## src/rtl/dmem_pkg.sv

```systemverilog
// +----------------------------------------------------------------------------+
// | dmem_pkg : shared types and constants for the Data_Memory arbiter          |
// | Revision : 1.0                                                             |
// +----------------------------------------------------------------------------+
`default_nettype none

package dmem_pkg;

   localparam int DMEM_DEPTH = 64;
   localparam int DMEM_AW    = 32;
   localparam int DMEM_DW    = 32;

   typedef enum logic [1:0] {
      IDLE   = 2'd0,
      ACCESS = 2'd1,
      RESP   = 2'd2
   } dmem_state_e;

   typedef struct packed {
      logic               we;
      logic [DMEM_AW-1:0] addr;
      logic [DMEM_DW-1:0] wdata;
   } dmem_req_t;

endpackage

`default_nettype wire

```

## src/rtl/rr_arb2.sv

```systemverilog
// +----------------------------------------------------------------------------+
// | rr_arb2 : two-way round-robin picker; a tie goes to the port not in 'last' |
// | Revision : 1.0                                                             |
// +----------------------------------------------------------------------------+
`default_nettype none

module rr_arb2 (
   input  logic [1:0] valid,
   input  logic       last,
   output logic [1:0] gnt
);

   assign gnt[0] = valid[0] & (~valid[1] |  last);
   assign gnt[1] = valid[1] & (~valid[0] | ~last);

endmodule

`default_nettype wire

```

## src/rtl/dmem_arbiter.sv

```systemverilog
// +----------------------------------------------------------------------------+
// | dmem_arbiter : round-robin sequencer sharing Data_Memory between m0 / m1   |
// | Revision : 1.0                                                             |
// +----------------------------------------------------------------------------+
`default_nettype none

module dmem_arbiter
   import dmem_pkg::*;
#(
   parameter int DEPTH = DMEM_DEPTH,
   parameter int AW    = DMEM_AW,
   parameter int DW    = DMEM_DW
) (
   input  logic          clk,
   input  logic          rst_n,
   input  logic          m0_req_valid,
   output logic          m0_req_ready,
   input  logic          m0_req_we,
   input  logic [AW-1:0] m0_req_addr,
   input  logic [DW-1:0] m0_req_wdata,
   output logic          m0_rsp_valid,
   input  logic          m0_rsp_ready,
   output logic [DW-1:0] m0_rsp_rdata,
   output logic          m0_rsp_err,
   input  logic          m1_req_valid,
   output logic          m1_req_ready,
   input  logic          m1_req_we,
   input  logic [AW-1:0] m1_req_addr,
   input  logic [DW-1:0] m1_req_wdata,
   output logic          m1_rsp_valid,
   input  logic          m1_rsp_ready,
   output logic [DW-1:0] m1_rsp_rdata,
   output logic          m1_rsp_err,
   output logic          mem_we,
   output logic [AW-1:0] mem_a,
   output logic [DW-1:0] mem_wd,
   input  logic [DW-1:0] mem_rd
);

   localparam logic [AW-3:0] C_DEPTH = (AW-2)'(DEPTH);

   dmem_state_e   r_state;
   logic          r_owner;
   logic          r_last;
   dmem_req_t     r_req;
   logic          r_err;
   logic [DW-1:0] r_rsp_rdata;
   logic          r_rsp_err;

   logic [1:0]    w_gnt;
   dmem_req_t     w_sel;
   logic          w_sel_err;
   logic          w_idle;
   logic          w_access;
   logic          w_resp;
   logic          w_rsp_ready;

   rr_arb2 u_arb (
      .valid ({m1_req_valid, m0_req_valid}),
      .last  (r_last),
      .gnt   (w_gnt)
   );

   assign w_sel.we    = w_gnt[1] ? m1_req_we    : m0_req_we;
   assign w_sel.addr  = w_gnt[1] ? m1_req_addr  : m0_req_addr;
   assign w_sel.wdata = w_gnt[1] ? m1_req_wdata : m0_req_wdata;

   // Faults are resolved at accept time so ACCESS can gate the write without extra decode.
   assign w_sel_err = (w_sel.addr[1:0] != 2'b00) || (w_sel.addr[AW-1:2] >= C_DEPTH);

   // rst_n gates ready so nothing appears accepted while reset is held.
   assign w_idle   = (r_state == IDLE) && rst_n;
   assign w_access = (r_state == ACCESS);
   assign w_resp   = (r_state == RESP);

   assign m0_req_ready = w_idle & w_gnt[0];
   assign m1_req_ready = w_idle & w_gnt[1];

   assign w_rsp_ready = r_owner ? m1_rsp_ready : m0_rsp_ready;

   always_ff @(posedge clk or negedge rst_n) begin
      if (!rst_n) begin
         r_state     <= IDLE;
         r_owner     <= 1'b0;
         r_last      <= 1'b1;
         r_req       <= '0;
         r_err       <= 1'b0;
         r_rsp_rdata <= '0;
         r_rsp_err   <= 1'b0;
      end else begin
         case (r_state)
            IDLE: begin
               if (|w_gnt) begin
                  r_owner <= w_gnt[1];
                  r_last  <= w_gnt[1];
                  r_req   <= w_sel;
                  r_err   <= w_sel_err;
                  r_state <= ACCESS;
               end
            end
            ACCESS: begin
               r_rsp_rdata <= (r_req.we | r_err) ? '0 : mem_rd;
               r_rsp_err   <= r_err;
               r_state     <= RESP;
            end
            RESP: begin
               if (w_rsp_ready) begin
                  r_rsp_rdata <= '0;
                  r_rsp_err   <= 1'b0;
                  r_state     <= IDLE;
               end
            end
            default: r_state <= IDLE;
         endcase
      end
   end

   assign m0_rsp_valid = w_resp & ~r_owner;
   assign m1_rsp_valid = w_resp &  r_owner;
   assign m0_rsp_rdata = m0_rsp_valid ? r_rsp_rdata : '0;
   assign m1_rsp_rdata = m1_rsp_valid ? r_rsp_rdata : '0;
   assign m0_rsp_err   = m0_rsp_valid & r_rsp_err;
   assign m1_rsp_err   = m1_rsp_valid & r_rsp_err;

   // Memory pins are decoded from the state register only, so they are quiet outside ACCESS.
   assign mem_we = w_access & r_req.we & ~r_err;
   assign mem_a  = w_access ? r_req.addr  : '0;
   assign mem_wd = w_access ? r_req.wdata : '0;

endmodule

`default_nettype wire

```

## config.mk

```make
export PLATFORM = sky130hd
export DESIGN_NAME = dmem_arbiter
export DESIGN_NICKNAME = d
export VERILOG_FILES = /design/src/rtl/dmem_pkg.sv /design/src/rtl/rr_arb2.sv /design/src/rtl/dmem_arbiter.sv
export SDC_FILE = /design/constraint.sdc
export NUM_CORES = 1
export LEC_CHECK = 0
export CORE_UTILIZATION = 42
export CTS_CLUSTER_DIAMETER = 120
export CTS_CLUSTER_SIZE = 24
export DETAILED_ROUTE_END_ITERATION = 12
export PLACE_DENSITY = 0.83
export REMOVE_ABC_BUFFERS = 1
export SKIP_LAST_GASP = 1
export SYNTH_ARGS = -nofsm -noshare
export SYNTH_HDL_FRONTEND = slang
export SYNTH_SLANG_ARGS = --single-unit
```

## constraint.sdc

```tcl
create_clock -name clk -period 3.6 [get_ports clk]
set_clock_uncertainty 0.05 [all_clocks]
set_input_delay 0.72 -clock clk [delete_from_list [all_inputs] [get_ports clk]]
set_output_delay 0.72 -clock clk [all_outputs]
set_load 0.1 [all_outputs]
```

==> qor.txt <==
LAYOUT
--------------------------------------------------------------------------------------------------
Final instance area                                                                     8970 sq um
Fin nets                                                                                       999
Area of the multi-input gates                                                           2690 sq um
Fill cell instance count of the final layout                                                   977
Area Growth Syn to Fin                                                                       62.6%
Area occupied by registers                                                              2580 sq um
Cell Count, Final, Fillers Out                                                                1007
Diode count                                                                                      0
Fraction of layout cells with a size suffix above 1                                          19.8%

ROUTE
--------------------------------------------------------------------------------------------------
Remaining routing DRC violations                                                                 0
Number of DRC markers in iteration 0                                                           225
Remaining number of nets flagged by the antenna check after routing                              0
Via count normalized by instance count                                                        5.10
Vias                                                                                          5138
Avg WL per Cell                                                                       16.6 microns
DR pass1 iterations                                                                              4
Total wirelength of the detailed-routed design                                        16700 microns

PLACEMENT
--------------------------------------------------------------------------------------------------
IO buf count                                                                                   302
Final estimated routing congestion in global placement                                       0.852
Half-perimeter wire length of the detailed placement result                           12700 microns
Placed cell count                                                                              992
Post-DP Area                                                                            8690 sq um

CLOCK NETWORK
--------------------------------------------------------------------------------------------------
Number of sinks handled by clock tree synthesis                                                103
# resized after CTS                                                                              0
H-Tree Level Count                                                                               3
Number of buffers inserted for hold repair after clock tree synthesis                            0
Latest clock arrival within the worst-skew pair                                            0.34 ns
Inserted Clock Buffers                                                                           9
TritonCTS clock tree                                                                           yes
Cell chosen for the clock root                                                           clkbuf_16
Bufs on Longest Clock Path                                                                       2
Clock transition time at the flip-flop clock pins of the worst setup and hold paths        0.07 ns
Post-CTS Setup Inserts                                                                           0

POWER AND IR DROP
--------------------------------------------------------------------------------------------------
Maximum VDD drop                                                                          0.609 mV
Pleak                                                                                      4.19 nW
Pwr per Cell Area                                                                      708 nW/um^2

TIMING
--------------------------------------------------------------------------------------------------
Post-route clock period utilization                                                          85.7%
Max-slew headroom                                                                            21.6%
Total negative slack                                                                          0 ns
Endpoints failing hold                                                                           0
Final worst hold slack                                                                    0.422 ns
Endpoints failing setup                                                                          0
Unrepaired setup endpoints after global routing                                                 no
Pin slew with the least headroom to its limit                                              1.17 ns
Fmax achieved                                                                            0.324 GHz
Period minus WS final                                                                      3.09 ns
Max-slew violation total from the final report                                                   0

GLOBAL ROUTE
--------------------------------------------------------------------------------------------------
Largest net degree at the start of global routing                                               83
Number of global-route vias before repair                                                     5001
Total overflow reported by the global router                                                     0
Antenna violations before repair                                                                 0
Combined global-route utilization of all metal layers                                        24.4%
Global-route wire length before repair                                                25200 microns

SETUP PATH
--------------------------------------------------------------------------------------------------
Path depth of the worst reg2reg path                                                             3
Critical path data required time                                                           2.83 ns
Worst setup path category                                                                  reg2out
Worst-path fanout max                                                                           66
RR Endpoint                                                                           r_rsp_rdata[3]$_DFFE_PN0P_
Critical path endpoint                                                                   mem_a[11]
Arrival time worst endpoint                                                                2.32 ns
Startpoint Class                                                                              flop
Critical Path Start                                                                   r_state[1]$_DFFE_PN0P_
Element type at the critical path end                                                   output pin
Startpoint of the lowest-slack register-to-register path                              r_state[1]$_DFFE_PN0P_
Internal reg-to-reg setup slack                                                            1.33 ns

SYNTHESIS
--------------------------------------------------------------------------------------------------
Main combinational cell family by area after synthesis                                simple AND/OR/NAND/NOR gates
Post-synthesis cell area                                                                5510 sq um
Ys async rst share                                                                            100%
Synth area leaders                                                                    dfrtp_1, mux2i_1, and2_1, o21ai_0, a22o_1
Synthesized-area fraction occupied by ao, oa, aoi and oai cells                              13.0%
Yosys reg bits                                                                                 103
Instance count of the mapped netlist                                                           556
Average footprint of a synthesized cell                                                 9.92 sq um
Share of synthesized cell area in full adder, half adder and majority cells                     0%
Number of warnings reported in the yosys synthesis log                                           0
Library cell occupying the most area in the post-synthesis netlist                         dfrtp_1
Share of the yosys chip area belonging to registers                                          46.8%
Simple-gate area share of the yosys netlist                                                  23.1%
Flip-flop cell with the highest count after synthesis                                      dfrtp_1
Multiplexer share of the synthesized area                                                    12.1%
Count leader, synth                                                                        dfrtp_1
Top cell type's share of synthesized area                                                    46.3%
Post-synth top cells                                                                  dfrtp_1, and2_1, nand2_1
EDFF count, synth                                                                                0
Yosys cell types                                                                                33
Share of the synthesized netlist area taken by xor and xnor gates                               0%

JOB
--------------------------------------------------------------------------------------------------
Number of max-cap violations                                                                     0

DIE
--------------------------------------------------------------------------------------------------
Initial core utilization                                                                     43.3%
Number of standard-cell rows in the floorplan                                                   41
Width of the die                                                                       117 microns
Area of the die                                                                        13600 sq um
Area of the core                                                                       12700 sq um
Chip Height                                                                            117 microns
IO Count                                                                                       303

STATUS
--------------------------------------------------------------------------------------------------
Run status                                                                            finished clean

HOLD PATH
--------------------------------------------------------------------------------------------------
Worst min path class                                                                       reg2reg

==> worst max-delay path, stage by stage (launching register included) <==
cell     delay, ns
dfrtp_1       0.44
and2b_2       0.93
and2_1        0.29
buf_4         0.31
==> cells in the final DEF, fill, tap and decap left out, drive strengths merged, types with 2 or more instances in the layout <==
| cell | netlist | routed |
|---|---|---|
| and2 | 98 | 98 |
| a31oi | 2 | 2 |
| a22o | 34 | 34 |
| clkdlybuf4s50 | 0 | 166 |
| nand2b | 2 | 2 |
| nor2 | 2 | 2 |
| nor3 | 3 | 3 |
| dfrtp | 102 | 102 |
| clkinv | 0 | 2 |
| and3 | 34 | 34 |
| nor4b | 2 | 2 |
| inv | 2 | 2 |
| and2b | 2 | 2 |
| clkbuf | 28 | 11 |
| o21ai | 67 | 67 |
| nand2 | 70 | 70 |
| nor4 | 14 | 14 |
| buf | 17 | 143 |
| a21oi | 4 | 4 |
| mux2i | 65 | 65 |
==> final cells by class <==
class	count	area share, %
Timing Repair Buffer	309	35.7
Multi-Input combinational cell	406	30.0
Sequential cell	103	28.8
Clock buffer	11	2.60
Tap cell	172	2.40
Clock inverter	4	0.530
Inverter	2	0.0837
==> metrics by stage <==
| step | setup slack (ns) | total power, mW | utilization, % |
|---|---|---|---|
| 2_1_floorplan | -3.82 | 4.47 | - |
| 3_3_place_gp | 0.906 | 5.36 | 68.3 |
| 3_5_place_dp | 0.849 | 5.44 | 68.3 |
| 4_1_cts | 0.510 | 6.39 | 70.5 |
| 5_1_grt | 0.391 | 6.68 | 70.5 |
| 6_report | 0.513 | 6.35 | 70.5 |
==> sequential cells by signal (all words and copies together), names as in the netlist <==
name         flops
r_req           65
r_last           1
r_state          2
r_rsp_rdata     32
r_owner          1
r_err            1
r_rsp_err        1
==> power by group <==
part / total, mW / internal (mW) / switching (mW)
combinational: 3.64 / 0.930 / 2.71
clock: 0.945 / 0.534 / 0.412
sequential: 1.76 / 1.55 / 0.207
total: 6.35 / 3.02 / 3.33
==> cell families after synthesis <==
kind of cell / Yosys count
AOI/OAI and AO/OA: 111
buffers and inverters: 47
DFF: 103
muxes: 66
and+or+nand+nor: 229
==> per-layer routing <==
layer	vias to the layer above	track usage, %	routed length, microns
met3	30	7.16	1330
met5	-	0	0
li1	2493	-	-
met2	223	43.6	8490
met4	0	10.2	426
met1	2392	27.2	6430
==> how the worst min path moves through the flow <==
stage	startpoint	endpoint	slack, ns	cells past startpoint
floorplan	rst_n	r_err$_DFFE_PN0P_	0.37	0
global placement	r_req[3]$_DFFE_PN0P_	r_req[3]$_DFFE_PN0P_	0.40	2
detailed placement	r_req[57]$_DFFE_PN0P_	r_req[57]$_DFFE_PN0P_	0.41	2
CTS	r_req[47]$_DFFE_PN0P_	r_req[47]$_DFFE_PN0P_	0.43	2
global route	r_req[1]$_DFFE_PN0P_	r_req[1]$_DFFE_PN0P_	0.45	2
finish	r_req[12]$_DFFE_PN0P_	r_req[12]$_DFFE_PN0P_	0.42	2
Note: power is estimated with default switching activity, not from simulation.
